==> src/rtl/pa_lsu_sram_ctrl_if.sv <==
// Request/response handshake bundle between an LSU client and pa_lsu_sram_ctrl.
// master drives requests and consumes responses; slave is the controller.
interface pa_lsu_sram_ctrl_if #(
  parameter int unsigned ADDR_WIDTH = 8,
  parameter int unsigned DATA_WIDTH = 32,
  parameter int unsigned BE_WIDTH   = 4
);
  logic                  req_vld;
  logic                  req_rdy;
  logic                  req_wr;
  logic [ADDR_WIDTH-1:0] req_addr;
  logic [DATA_WIDTH-1:0] req_wdata;
  logic [BE_WIDTH-1:0]   req_be;
  logic                  resp_vld;
  logic                  resp_rdy;
  logic [DATA_WIDTH-1:0] resp_rdata;

  modport master (
    output req_vld, req_wr, req_addr, req_wdata, req_be, resp_rdy,
    input  req_rdy, resp_vld, resp_rdata
  );

  modport slave (
    input  req_vld, req_wr, req_addr, req_wdata, req_be, resp_rdy,
    output req_rdy, resp_vld, resp_rdata
  );
endinterface

==> src/rtl/pa_lsu_sram_ctrl.sv <==
// LSU-side single-port SRAM controller: one-cycle read latency with a hold buffer for backpressure.
// Optional power-on array clear enabled by macro PA_LSU_SRAM_INIT_EN.
module pa_lsu_sram_ctrl #(
  parameter int unsigned ADDR_WIDTH = 8,
  parameter int unsigned DATA_WIDTH = 32,
  parameter int unsigned BE_WIDTH   = 4
) (
  input  logic                  forever_cpuclk,
  input  logic                  cpurst_b,
  pa_lsu_sram_ctrl_if.slave     bus,
  output logic                  init_done,
  output logic [ADDR_WIDTH-1:0] sram_a,
  output logic [DATA_WIDTH-1:0] sram_d,
  output logic                  sram_cen,
  output logic                  sram_gwen,
  output logic [DATA_WIDTH-1:0] sram_wen,
  input  logic [DATA_WIDTH-1:0] sram_q
);

  localparam int unsigned BYTE_W = DATA_WIDTH / BE_WIDTH;

  typedef enum logic [1:0] {
    IDLE    = 2'd0,
    RD_WAIT = 2'd1,
    HOLD    = 2'd2
`ifdef PA_LSU_SRAM_INIT_EN
    , INIT  = 2'd3
`endif
  } state_e;

`ifdef PA_LSU_SRAM_INIT_EN
  localparam state_e RST_STATE = INIT;
  logic [ADDR_WIDTH-1:0] cnt_q, cnt_d;
  logic                  init_done_q, init_done_d;
  assign init_done = init_done_q;
`else
  localparam state_e RST_STATE = IDLE;
  assign init_done = 1'b1;
`endif

  state_e                state_q, state_d;
  logic [DATA_WIDTH-1:0] hold_q, hold_d;
  logic                  rdy;
  logic                  fire;

  always_ff @(posedge forever_cpuclk or negedge cpurst_b) begin
    if (!cpurst_b) begin
      state_q     <= RST_STATE;
      hold_q      <= '0;
`ifdef PA_LSU_SRAM_INIT_EN
      cnt_q       <= '0;
      init_done_q <= 1'b0;
`endif
    end else begin
      state_q     <= state_d;
      hold_q      <= hold_d;
`ifdef PA_LSU_SRAM_INIT_EN
      cnt_q       <= cnt_d;
      init_done_q <= init_done_d;
`endif
    end
  end

  always_comb begin
    state_d        = state_q;
    hold_d         = hold_q;
`ifdef PA_LSU_SRAM_INIT_EN
    cnt_d          = cnt_q;
    init_done_d    = init_done_q;
`endif
    rdy            = 1'b0;
    fire           = 1'b0;
    bus.resp_vld   = 1'b0;
    bus.resp_rdata = '0;
    sram_a         = '0;
    sram_d         = '0;
    sram_cen       = 1'b1;
    sram_gwen      = 1'b1;
    sram_wen       = '1;

    case (state_q)
      IDLE: rdy = cpurst_b;
      RD_WAIT: begin
        rdy            = cpurst_b & bus.resp_rdy;
        bus.resp_vld   = 1'b1;
        bus.resp_rdata = sram_q;
        if (bus.resp_rdy) begin
          state_d = IDLE;
        end else begin
          // SRAM output is only valid for one cycle; park it until consumed
          state_d = HOLD;
          hold_d  = sram_q;
        end
      end
      HOLD: begin
        bus.resp_vld   = 1'b1;
        bus.resp_rdata = hold_q;
        if (bus.resp_rdy) state_d = IDLE;
      end
`ifdef PA_LSU_SRAM_INIT_EN
      INIT: begin
        if (cpurst_b) begin
          sram_cen  = 1'b0;
          sram_gwen = 1'b0;
          sram_wen  = '0;
          sram_a    = cnt_q;
          cnt_d     = cnt_q + ADDR_WIDTH'(1);
          if (cnt_q == '1) begin
            state_d     = IDLE;
            init_done_d = 1'b1;
          end
        end
      end
`endif
      default: state_d = RST_STATE;
    endcase

    // Accepted request drives the SRAM in the same cycle
    fire = bus.req_vld & rdy;
    if (fire) begin
      sram_a = bus.req_addr;
      sram_d = bus.req_wdata;
      if (bus.req_wr) begin
        sram_gwen = 1'b0;
        for (int i = 0; i < int'(BE_WIDTH); i++) begin
          sram_wen[i*BYTE_W +: BYTE_W] = {BYTE_W{~bus.req_be[i]}};
        end
        sram_cen = ~(|bus.req_be);
      end else begin
        sram_cen = 1'b0;
        state_d  = RD_WAIT;
      end
    end

    bus.req_rdy = rdy;
  end

endmodule

==> src/flat_wrapper.sv <==
// flat-port wrapper written by rule: the top's interface ports become plain ports
module pa_lsu_sram_ctrl_flat 
#(
  parameter int unsigned ADDR_WIDTH = 8,
  parameter int unsigned DATA_WIDTH = 32,
  parameter int unsigned BE_WIDTH   = 4
)
  (forever_cpuclk, cpurst_b, init_done, sram_a, sram_d, sram_cen, sram_gwen, sram_wen, sram_q, bus_req_vld, bus_req_wr, bus_req_addr, bus_req_wdata, bus_req_be, bus_resp_rdy, bus_req_rdy, bus_resp_vld, bus_resp_rdata);
  pa_lsu_sram_ctrl_if #(.ADDR_WIDTH(ADDR_WIDTH), .DATA_WIDTH(DATA_WIDTH), .BE_WIDTH(BE_WIDTH)) bus_i ();
  input  logic forever_cpuclk;
  input  logic cpurst_b;
  output logic init_done;
  output logic [ADDR_WIDTH-1:0] sram_a;
  output logic [DATA_WIDTH-1:0] sram_d;
  output logic sram_cen;
  output logic sram_gwen;
  output logic [DATA_WIDTH-1:0] sram_wen;
  input  logic [DATA_WIDTH-1:0] sram_q;
  input wire logic [$bits(bus_i.req_vld)-1:0] bus_req_vld;
  input wire logic [$bits(bus_i.req_wr)-1:0] bus_req_wr;
  input wire logic [$bits(bus_i.req_addr)-1:0] bus_req_addr;
  input wire logic [$bits(bus_i.req_wdata)-1:0] bus_req_wdata;
  input wire logic [$bits(bus_i.req_be)-1:0] bus_req_be;
  input wire logic [$bits(bus_i.resp_rdy)-1:0] bus_resp_rdy;
  output wire logic [$bits(bus_i.req_rdy)-1:0] bus_req_rdy;
  output wire logic [$bits(bus_i.resp_vld)-1:0] bus_resp_vld;
  output wire logic [$bits(bus_i.resp_rdata)-1:0] bus_resp_rdata;
  assign bus_i.req_vld = bus_req_vld;
  assign bus_i.req_wr = bus_req_wr;
  assign bus_i.req_addr = bus_req_addr;
  assign bus_i.req_wdata = bus_req_wdata;
  assign bus_i.req_be = bus_req_be;
  assign bus_i.resp_rdy = bus_resp_rdy;
  assign bus_req_rdy = bus_i.req_rdy;
  assign bus_resp_vld = bus_i.resp_vld;
  assign bus_resp_rdata = bus_i.resp_rdata;
  pa_lsu_sram_ctrl #(.ADDR_WIDTH(ADDR_WIDTH), .DATA_WIDTH(DATA_WIDTH), .BE_WIDTH(BE_WIDTH)) u_core (.forever_cpuclk(forever_cpuclk), .cpurst_b(cpurst_b), .bus(bus_i), .init_done(init_done), .sram_a(sram_a), .sram_d(sram_d), .sram_cen(sram_cen), .sram_gwen(sram_gwen), .sram_wen(sram_wen), .sram_q(sram_q));
endmodule
==> config.mk <==
export PLATFORM = sky130hd
export DESIGN_NAME = pa_lsu_sram_ctrl_flat
export DESIGN_NICKNAME = d
export VERILOG_FILES = /design/src/rtl/pa_lsu_sram_ctrl_if.sv /design/src/rtl/pa_lsu_sram_ctrl.sv /design/src/flat_wrapper.sv
export SDC_FILE = /design/constraint.sdc
export NUM_CORES = 1
export LEC_CHECK = 0
export ABC_CLOCK_PERIOD_IN_PS = 4000
export CORE_ASPECT_RATIO = 2
export CORE_UTILIZATION = 37
export DETAILED_ROUTE_END_ITERATION = 16
export GPL_ROUTABILITY_DRIVEN = 0
export GPL_TIMING_DRIVEN = 1
export PLACE_DENSITY = 0.86
export REMOVE_ABC_BUFFERS = 1
export SYNTH_ARGS = -nofsm -noshare
export SYNTH_HDL_FRONTEND = slang
export SYNTH_SLANG_ARGS = --single-unit
==> constraint.sdc <==
create_clock -name forever_cpuclk -period 4 [get_ports forever_cpuclk]
set_input_delay 0.6 -clock forever_cpuclk [delete_from_list [all_inputs] [get_ports forever_cpuclk]]
set_output_delay 0.6 -clock forever_cpuclk [all_outputs]
set_load 0.005 [all_outputs]
# ---- Word-level counts from Yosys, hierarchy flattened
# Index checks and enable logic that the tools add are counted.
dict set report op_classes {
  n_eq_ne 2
  reduce_logical 4
  n_bitwise 8
  mux 16
}
# operator n
set ops {}
lappend ops {{$mux 32} 3}
lappend ops {{$pmux 32 s2} 1}
lappend ops {{$mux 2} 4}
lappend ops {{$mux 8} 1}
lappend ops {{$not 1->1} 6}
lappend ops {{$pmux 2 s3} 1}
lappend ops {{$mux 1} 5}
lappend ops {{$reduce_or 4->1} 1}
lappend ops {{$and 1x1->1} 2}
lappend ops {{$eq 2x1->1 const B} 1}
lappend ops {{$eq 2x2->1 const B} 1}
lappend ops {{$logic_not 2->1} 1}
lappend ops {{$pmux 1 s2} 1}
lappend ops {{$reduce_and 2->1} 1}
lappend ops {{$reduce_or 2->1} 1}
dict set report totals {
  ff_bits 34
  wordCells 32
  in_bits 81
}

# ---- Logic depth before layout (Yosys ltp)
# Gate-level depths: netlist of run 1.
dict set report logic_depth {
  word_depth 4
  depth_mapped 9
  ltp_nobuf 5
}

# ---- Least setup slack after synthesis of run 1
# Ideal clock, no wire load.
dict set report synth_timing {
  path_type {reg-to-output}
  from {reg u_core.state_q[1]}
  to {out sram_wen[10]}
  t_arrival_ns 1.657
  slack_ns 1.743
  stages_incl_launch_ff 10
  cell_sequence {dfrtp_1 > inv_1 > ha_1 > buf_6 > a21o_1 > and3_4 > buf_6 > buf_6 > nand3_1 > buf_4}
}
dict set report synth_via {
  elab_chain_len 4
  word_cells_on_any_way 5
}
# element line_no
set synth_rtl {}
lappend synth_rtl {{from (decl)} pa_lsu_sram_ctrl.sv:41} ;# state_e state_q, state_d;
lappend synth_rtl {{from (signal assigned)} pa_lsu_sram_ctrl.sv:55} ;# state_q <= state_d;
lappend synth_rtl {{$eq 2x1->1 / $logic_not 2->1 (equally long branches)} pa_lsu_sram_ctrl.sv:81} ;# case (state_q)
lappend synth_rtl {{$pmux 1 s2 (*)} pa_lsu_sram_ctrl.sv:81}
lappend synth_rtl {{$and 1x1->1 (*)} pa_lsu_sram_ctrl.sv:119} ;# fire = bus.req_vld & rdy;
lappend synth_rtl {{$mux 32 (*)} pa_lsu_sram_ctrl.sv:120} ;# if (fire) begin
lappend synth_rtl {{to (decl)} flat_wrapper.sv:17} ;# output logic [DATA_WIDTH-1:0] sram_wen;
# Every way passes the cells marked *; elsewhere a longest branch is shown, timed or not.

# ---- Worst setup path in the final report of run 1
dict set report layout_timing {
  from {in bus_resp_rdy}
  to {out sram_wen[2]}
}
dict set report layout_via {
  elab_chain_len 4
}
# element line_no
set layout_rtl {}
lappend layout_rtl {{from (decl)} flat_wrapper.sv:24} ;# input wire logic [$bits(bus_i.resp_rdy)-1:0] bus_resp_rdy;
lappend layout_rtl {{$and 1x1->1} pa_lsu_sram_ctrl.sv:84} ;# rdy = cpurst_b & bus.resp_rdy;
lappend layout_rtl {{$pmux 1 s2} pa_lsu_sram_ctrl.sv:81}
lappend layout_rtl {{$and 1x1->1} pa_lsu_sram_ctrl.sv:119}
lappend layout_rtl {{$mux 32} pa_lsu_sram_ctrl.sv:120}
# Every way passes these cells.

==> impl_metrics.json, run 1 <==
{
  "status": "completed",
  "p_per_area_nw_per_um2": 528,
  "worst_hold_slack_ps": 450,
  "setup_viol": 0,
  "syn-instance-count": 246,
  "synth_async_sr_flop_share_pct": 100,
  "ff2ff_setup_slack_ps": 1690,
  "drt_iter0_drc": 54,
  "maxCapViolations": 0,
  "synth-main-ff-cell": "dfrtp_1",
  "wl_met2_um": 4280,
  "relSlewSlack_pct": 41.6,
  "grt_usage_pct": 22.8,
  "clk_path_buf_depth": 2,
  "first_pass_iters": 4,
  "cts_tree": "built",
  "antenna_found_initial": 0,
  "synth_xor_area_share_pct": 0,
  "power_mw": 2.31,
  "top_layer_used": "met4",
  "critical_path_class": "primary input to primary output",
  "dieWidth_um": 60.7,
  "drt_wl_total_um": 8390,
  "p_switching_mw": 0.737,
  "cts.hold.buffers_added": 0,
  "drive_above_1_share_pct": 11.8,
  "yosys_warnings": 0,
  "ys_types": 19,
  "hold_path.class": "primary input to asynchronous set/reset pin",
  "clock-root-buffer": "clkbuf_16",
  "hold_viol": 0,
  "grt_pass1_vias": 2461,
  "port_buffers": 188,
  "skew_ps": 4.10,
  "internal_power_mw": 1.57,
  "hpwl_um": 6160,
  "synth_top_family_by_area": "simple AND/OR/NAND/NOR gates",
  "worst_pin_slew_ps": 876,
  "ys_ff_latch": 34,
  "fp.dieArea_um2": 7250,
  "cp-end-kind": "primary output",
  "critPathMaxFanout": 47,
  "yosysTopAreaCell": "dfrtp_1",
  "clock_latency_ps": 280,
  "syn_area_um2": 2550,
  "route.detailed.drc": 0,
  "avgRoutedWirePerCell_um": 17.3,
  "fin_area_um2": 4370,
  "synth_compound_area_share_pct": 11.1,
  "fin_crit_sh_pct": 82.2,
  "synth.avg_cell_area_um2": 10.4,
  "rsz0062_at_grt": "no",
  "synthAdderAreaFrac_pct": 1.96,
  "post-route-util_pct": 65.9,
  "worstPathArrival_ps": 2690,
  "pin_count": 190,
  "core_area_um2": 6620,
  "p_leak_nw": 1.71,
  "post_drt_via_cell_ratio": 5.06,
  "critPathRequiredTime_ps": 3400,
  "ir_drop_uv": 302,
  "drt-met1-wl_um": 2910,
  "power_frac_seq_pct": 27.3,
  "clock_sinks": 34,
  "ant_nets": 0,
  "cts_resized": 0,
  "max_freq_mhz": 304,
  "synthTopCellsByArea": "dfrtp_1, mux2_4, and2_1",
  "dr_wl_met3_um": 998,
  "vias": 2452,
  "synth-edff-count": 0,
  "dpl-instance-area_um2": 4220,
  "rows": 42,
  "clkPwrFrac_pct": 16.7,
  "htreeDepth": 2,
  "grt_max_degree": 48,
  "start_util_pct": 38.5,
  "grt_first_pass_wirelength_um": 12000,
  "yosys.area_share.simple_pct": 20.5,
  "synth_sequential_area_ratio_pct": 33.3,
  "num_antenna_cells": 0,
  "yosys-top-cells-count": "and2_1, nor2b_1, dfrtp_1",
  "post-cts-setup-buffers": 0,
  "die_h_um": 119,
  "grt.overflow.total": 0,
  "numCtsBuffers": 5,
  "nets": 481,
  "slew_viol_final": 0,
  "p_sw_share_pct": 32.0,
  "startpoint_type": "primary input",
  "synth.area.mux_share_pct": 18.4,
  "clk_pin_slew_worst_paths_ps": 50,
  "period_minus_slack_ps": 3290,
  "syn_to_final_growth_pct": 71.2,
  "synth.most_common_cell": "and2_1",
  "synth_top_cell_area_share_pct": 33.3,
  "p_comb_share_pct": 55.9
}
==> routing by layer <==
metal | vias up | GRT usage, %
met5 | - | 0
met4 | 0 | 8.66
met3 | 15 | 6.84
met2 | 169 | 40.7
met1 | 1168 | 23.9
li1 | 1100 | -
==> per-stage QoR <==
| stage | cells | setup TNS [ps] | worst slack (ps) |
|---|---|---|---|
| 6_report | 485 | 0 | 712 |
| 5_1_grt | 485 | 0 | 563 |
| 4_1_cts | 485 | 0 | 641 |
| 3_5_place_dp | 477 | 0 | 653 |
| 3_3_place_gp | 477 | 0 | 736 |
| 2_1_floorplan | 197 | -149 | -48.7 |
==> power groups by stage <==
| stage | clock network, mW | logic [mW] | registers [mW] |
|---|---|---|---|
| final | 0.386 | 1.29 | 0.631 |
| after detailed placement | 0 | 1.29 | 0.625 |
| after global placement | 0 | 1.27 | 0.614 |
| after CTS | 0.392 | 1.31 | 0.627 |
| after global routing | 0.406 | 1.40 | 0.649 |
| after floorplan | 0 | 0.733 | 0.594 |
==> sequential cells by signal, indices dropped and copies added, names as in the netlist <==
name and flops:
u_core.hold_q 32, u_core.state_q 2
==> area by class of cell <==
class | instances | area, um^2
clock buffer | 7 | 143
timing repair buffer | 192 | 1910
inverter | 4 | 15.0
multi-input combinational | 159 | 1340
sequential | 34 | 851
fill | 556 | 2250
tap | 88 | 110
clock inverter | 1 | 5.00
==> final timing paths <==
kind | cells past startpoint | from | endpoint
hold / removal | 2 | cpurst_b | u_core.hold_q[17]$_DFFE_PN0N_
setup / recovery | 5 | bus_resp_rdy | sram_wen[2]
max in group asynchronous | 2 | cpurst_b | u_core.hold_q[18]$_DFFE_PN0N_
setup reg to reg | 6 | u_core.state_q[1]$_DFF_PN0_ | u_core.hold_q[5]$_DFFE_PN0N_
min in group forever_cpuclk | 1 | u_core.hold_q[4]$_DFFE_PN0N_ | u_core.hold_q[4]$_DFFE_PN0N_
hold reg to reg | 1 | u_core.hold_q[4]$_DFFE_PN0N_ | u_core.hold_q[4]$_DFFE_PN0N_
==> cells in the final DEF, fill, tap and decap left out <==
| master | instances |
|---|---|
| clkbuf_16 | 5 |
| a221oi_2 | 1 |
| a22oi_1 | 32 |
| and3_4 | 1 |
| clkbuf_1 | 1 |
| buf_4 | 4 |
| and2_1 | 41 |
| ha_1 | 4 |
| nand2_1 | 1 |
| inv_1 | 4 |
| mux2_2 | 3 |
| or4_1 | 1 |
| dfrtp_1 | 34 |
| o21ai_0 | 4 |
| nand3_1 | 5 |
| nor2b_4 | 1 |
| mux2_4 | 29 |
| conb_1 | 1 |
| clkinv_2 | 1 |
| clkbuf_8 | 1 |
| clkdlybuf4s50_1 | 187 |
| a21o_1 | 1 |
| buf_2 | 1 |
| nor2b_1 | 34 |
==> worst max-delay path, cell delays in order <==
cell             delay [ps]
clkdlybuf4s50_1         560
a21o_1                  180
and3_4                  450
nand3_1                 340
clkdlybuf4s50_1         550
==> logic make-up after synthesis <==
logic type,Yosys count
muxes,32
buffers and inverters,53
and+or+nand+nor,84
other,1
AOI/OAI and AO/OA,38
DFF,34
adders and majority gates,4
Note: power is estimated with default switching activity, not from simulation.
==> run 2: changes to the inputs <==
--- a/config.mk
+++ b/config.mk
@@ -5,13 +5,13 @@
 export SDC_FILE = /design/constraint.sdc
 export NUM_CORES = 1
 export LEC_CHECK = 0
-export ABC_CLOCK_PERIOD_IN_PS = 4000
+export ABC_CLOCK_PERIOD_IN_PS = 2600
 export CORE_ASPECT_RATIO = 2
-export CORE_UTILIZATION = 37
+export CORE_UTILIZATION = 31
 export DETAILED_ROUTE_END_ITERATION = 16
 export GPL_ROUTABILITY_DRIVEN = 0
 export GPL_TIMING_DRIVEN = 1
-export PLACE_DENSITY = 0.86
+export PLACE_DENSITY = 0.77
 export REMOVE_ABC_BUFFERS = 1
 export SYNTH_ARGS = -nofsm -noshare
 export SYNTH_HDL_FRONTEND = slang
==> constraint.sdc (replaced) <==
create_clock -name forever_cpuclk -period 2.6 [get_ports forever_cpuclk]
set_input_delay 0.39 -clock forever_cpuclk [delete_from_list [all_inputs] [get_ports forever_cpuclk]]
set_output_delay 0.39 -clock forever_cpuclk [all_outputs]
set_load 0.005 [all_outputs]
==> run 2 against run 1 <==
Compared with the run above: via count shrank 1.5%; non-clock buffer count grew 11; cell count is 4.1% higher; sequential power increased by 52%; core utilization is 7.3 points lower; wire length decreased by 5.8%; first-iteration DRC count rose by 46%; combinational power grew 62%; total power is 58% higher; flip-flop and latch count did not move.
==> impl_metrics.json, run 2 (synthesis gave the netlist of run 1 again) <==
{
  "worst_slack_ps": 56.7,
  "internal_power_mw": 2.51,
  "top_regs": "u_core.hold_q: 32 flops, u_core.state_q: 2 flops",
  "die_h_um": 130,
  "grt_util_met1_pct": 19.5,
  "slowest_stage": "clkdlybuf4s50_1",
  "avgRoutedWirePerCell_um": 15.7,
  "busiest_layer": "met2",
  "grt_max_degree": 37,
  "clk_pin_slew_worst_paths_ps": 60,
  "max_freq_mhz": 393,
  "ir_drop_uv": 531,
  "fp.dieArea_um2": 8620,
  "clock-root-buffer": "clkbuf_16",
  "grt_pass1_vias": 2440,
  "cts_tree": "built",
  "cts.hold.buffers_added": 0,
  "hold_viol": 0,
  "clock_sinks": 34,
  "critPathRequiredTime_ps": 2210,
  "skew_ps": 4.52,
  "final_common_cell": "clkdlybuf4s50_1",
  "finalSetupTns_ps": 0,
  "worstPathArrival_ps": 2150,
  "fin_crit_sh_pct": 97.8,
  "syn_to_final_growth_pct": 82.6,
  "p_switching_mw": 1.14,
  "clock_latency_ps": 280,
  "post_drt_via_cell_ratio": 4.78,
  "period_minus_slack_ps": 2540,
  "p_sw_share_pct": 31.3,
  "hpwl_um": 5880,
  "first_pass_iters": 4,
  "power_frac_seq_pct": 26.3,
  "p_per_area_nw_per_um2": 783,
  "critical_path_class": "flip-flop to primary output",
  "grt_usage_pct": 18.2,
  "n_fill_cell": 711,
  "pin_count": 190,
  "vias": 2416,
  "numCtsBuffers": 5,
  "grt_first_pass_wirelength_um": 11700,
  "setup_viol": 0,
  "max_stage_delay_ps": 500,
  "dpl_worst_slack_ps": 38.0,
  "cp-end-kind": "primary output",
  "layout_common_cells": "clkdlybuf4s50_1, and2_1, dlymetal6s2s_1",
  "post-route-util_pct": 58.7,
  "maxCapViolations": 0,
  "grt.overflow.total": 0,
  "num_antenna_cells": 0,
  "rows": 46,
  "port_buffers": 188,
  "use_met2_pct": 33.1,
  "cp_cell_sequence": "inv_2 -> ha_2 -> a21o_1 -> and3_4 -> clkbuf_16 -> and2_1 -> clkdlybuf4s50_1",
  "hold_path.class": "primary input to asynchronous set/reset pin",
  "route.detailed.drc": 0,
  "startpoint_type": "flip-flop",
  "top_register": "u_core.hold_q",
  "reg2reg_depth": 6,
  "largest_reg_flops": 32,
  "core_area_um2": 7940,
  "start_util_pct": 32.1,
  "clk_path_buf_depth": 2,
  "clkPwrFrac_pct": 16.4,
  "status": "completed",
  "drt_iter0_drc": 79,
  "slew_viol_final": 0,
  "use_met3_pct": 4.72,
  "rsz0062_at_grt": "yes",
  "antenna_found_initial": 0,
  "p_leak_nw": 2.25,
  "dieWidth_um": 66.1,
  "drive_above_1_share_pct": 16.4,
  "htreeDepth": 2,
  "worst_hold_slack_ps": 240,
  "ant_nets": 0,
  "critPathMaxFanout": 10,
  "drt_wl_total_um": 7910,
  "p_comb_share_pct": 57.4,
  "nets": 493
}
run 2: stage by stage:
stage / power [mW] / std cells / instance area [um^2]
3_3_place_gp: 2.95 / 491 / 4310
5_1_grt: 3.90 / 505 / 4660
2_1_floorplan: 2.04 / 197 / 2190
4_1_cts: 3.62 / 499 / 4470
3_5_place_dp: 2.99 / 491 / 4310
6_report: 3.65 / 505 / 4660
run 2: repair_timing:
action                     4_1_cts  5_1_grt
buffers inserted                 0        4
pin swaps                        0        1
gates resized for setup          2       47
gates cloned                     0        2
setup endpoints to repair        9       71
hold endpoints to repair         0        0
run 2: routing by layer:
| layer | vias to the layer above | share of wire (%) |
|---|---|---|
| met1 | 1122 | 36 |
| met2 | 159 | 54 |
| met5 | - | 0 |
| li1 | 1126 | - |
| met3 | 9 | 8.6 |
| met4 | 0 | 1.8 |
run 2: path summary, 6_finish.rpt:
check                                                  start                            end  slack [ps]
worst min-delay path                                cpurst_b  u_core.hold_q[20]$_DFFE_PN0N_         240
max in group asynchronous                           cpurst_b  u_core.hold_q[23]$_DFFE_PN0N_        2030
worst min register to register  u_core.hold_q[2]$_DFFE_PN0N_   u_core.hold_q[2]$_DFFE_PN0N_         510
min in group forever_cpuclk     u_core.hold_q[2]$_DFFE_PN0N_   u_core.hold_q[2]$_DFFE_PN0N_         510
worst max-delay path             u_core.state_q[0]$_DFF_PN0_                     sram_d[10]          60
worst max register to register   u_core.state_q[1]$_DFF_PN0_   u_core.hold_q[4]$_DFFE_PN0N_         550
run 2: cell type report:
cell class / count / area, um^2 / area share, %
Timing Repair Buffer: 203 / 2140 / 46.0
Multi-Input combinational cell: 160 / 1380 / 29.7
Sequential cell: 34 / 851 / 18.3
Clock buffer: 7 / 143 / 3.06
Tap cell: 96 / 120 / 2.58
Inverter: 4 / 15.0 / 0.322
Clock inverter: 1 / 5.00 / 0.107
run 2: critical path: cells and delay by family, from the launching register on:
| family | cells | cell delay [ps] |
|---|---|---|
| adders and majority gates | 1 | 190 |
| and+or+nand+nor | 2 | 400 |
| AOI/OAI and AO/OA | 1 | 120 |
| buffers and inverters | 3 | 750 |
| DFF | 1 | 410 |
run 2: power by group through the flow:
| stage | combinational [mW] | clock, mW | sequential [mW] |
|---|---|---|---|
| 2_1_floorplan | 1.13 | 0 | 0.913 |
| 3_3_place_gp | 2.01 | 0 | 0.940 |
| 3_5_place_dp | 2.03 | 0 | 0.954 |
| 4_1_cts | 2.05 | 0.620 | 0.953 |
| 5_1_grt | 2.28 | 0.632 | 0.991 |
| 6_report | 2.09 | 0.597 | 0.959 |
==> run 3: changes to the inputs <==
--- a/config.mk
+++ b/config.mk
@@ -6,6 +6,7 @@
 export NUM_CORES = 1
 export LEC_CHECK = 0
 export ABC_CLOCK_PERIOD_IN_PS = 2600
+export CAP_MARGIN = 20
 export CORE_ASPECT_RATIO = 2
 export CORE_UTILIZATION = 31
 export DETAILED_ROUTE_END_ITERATION = 16
==> results of run 3 <==
No change in the layout: final DEF, timing and power equal those of run 2.
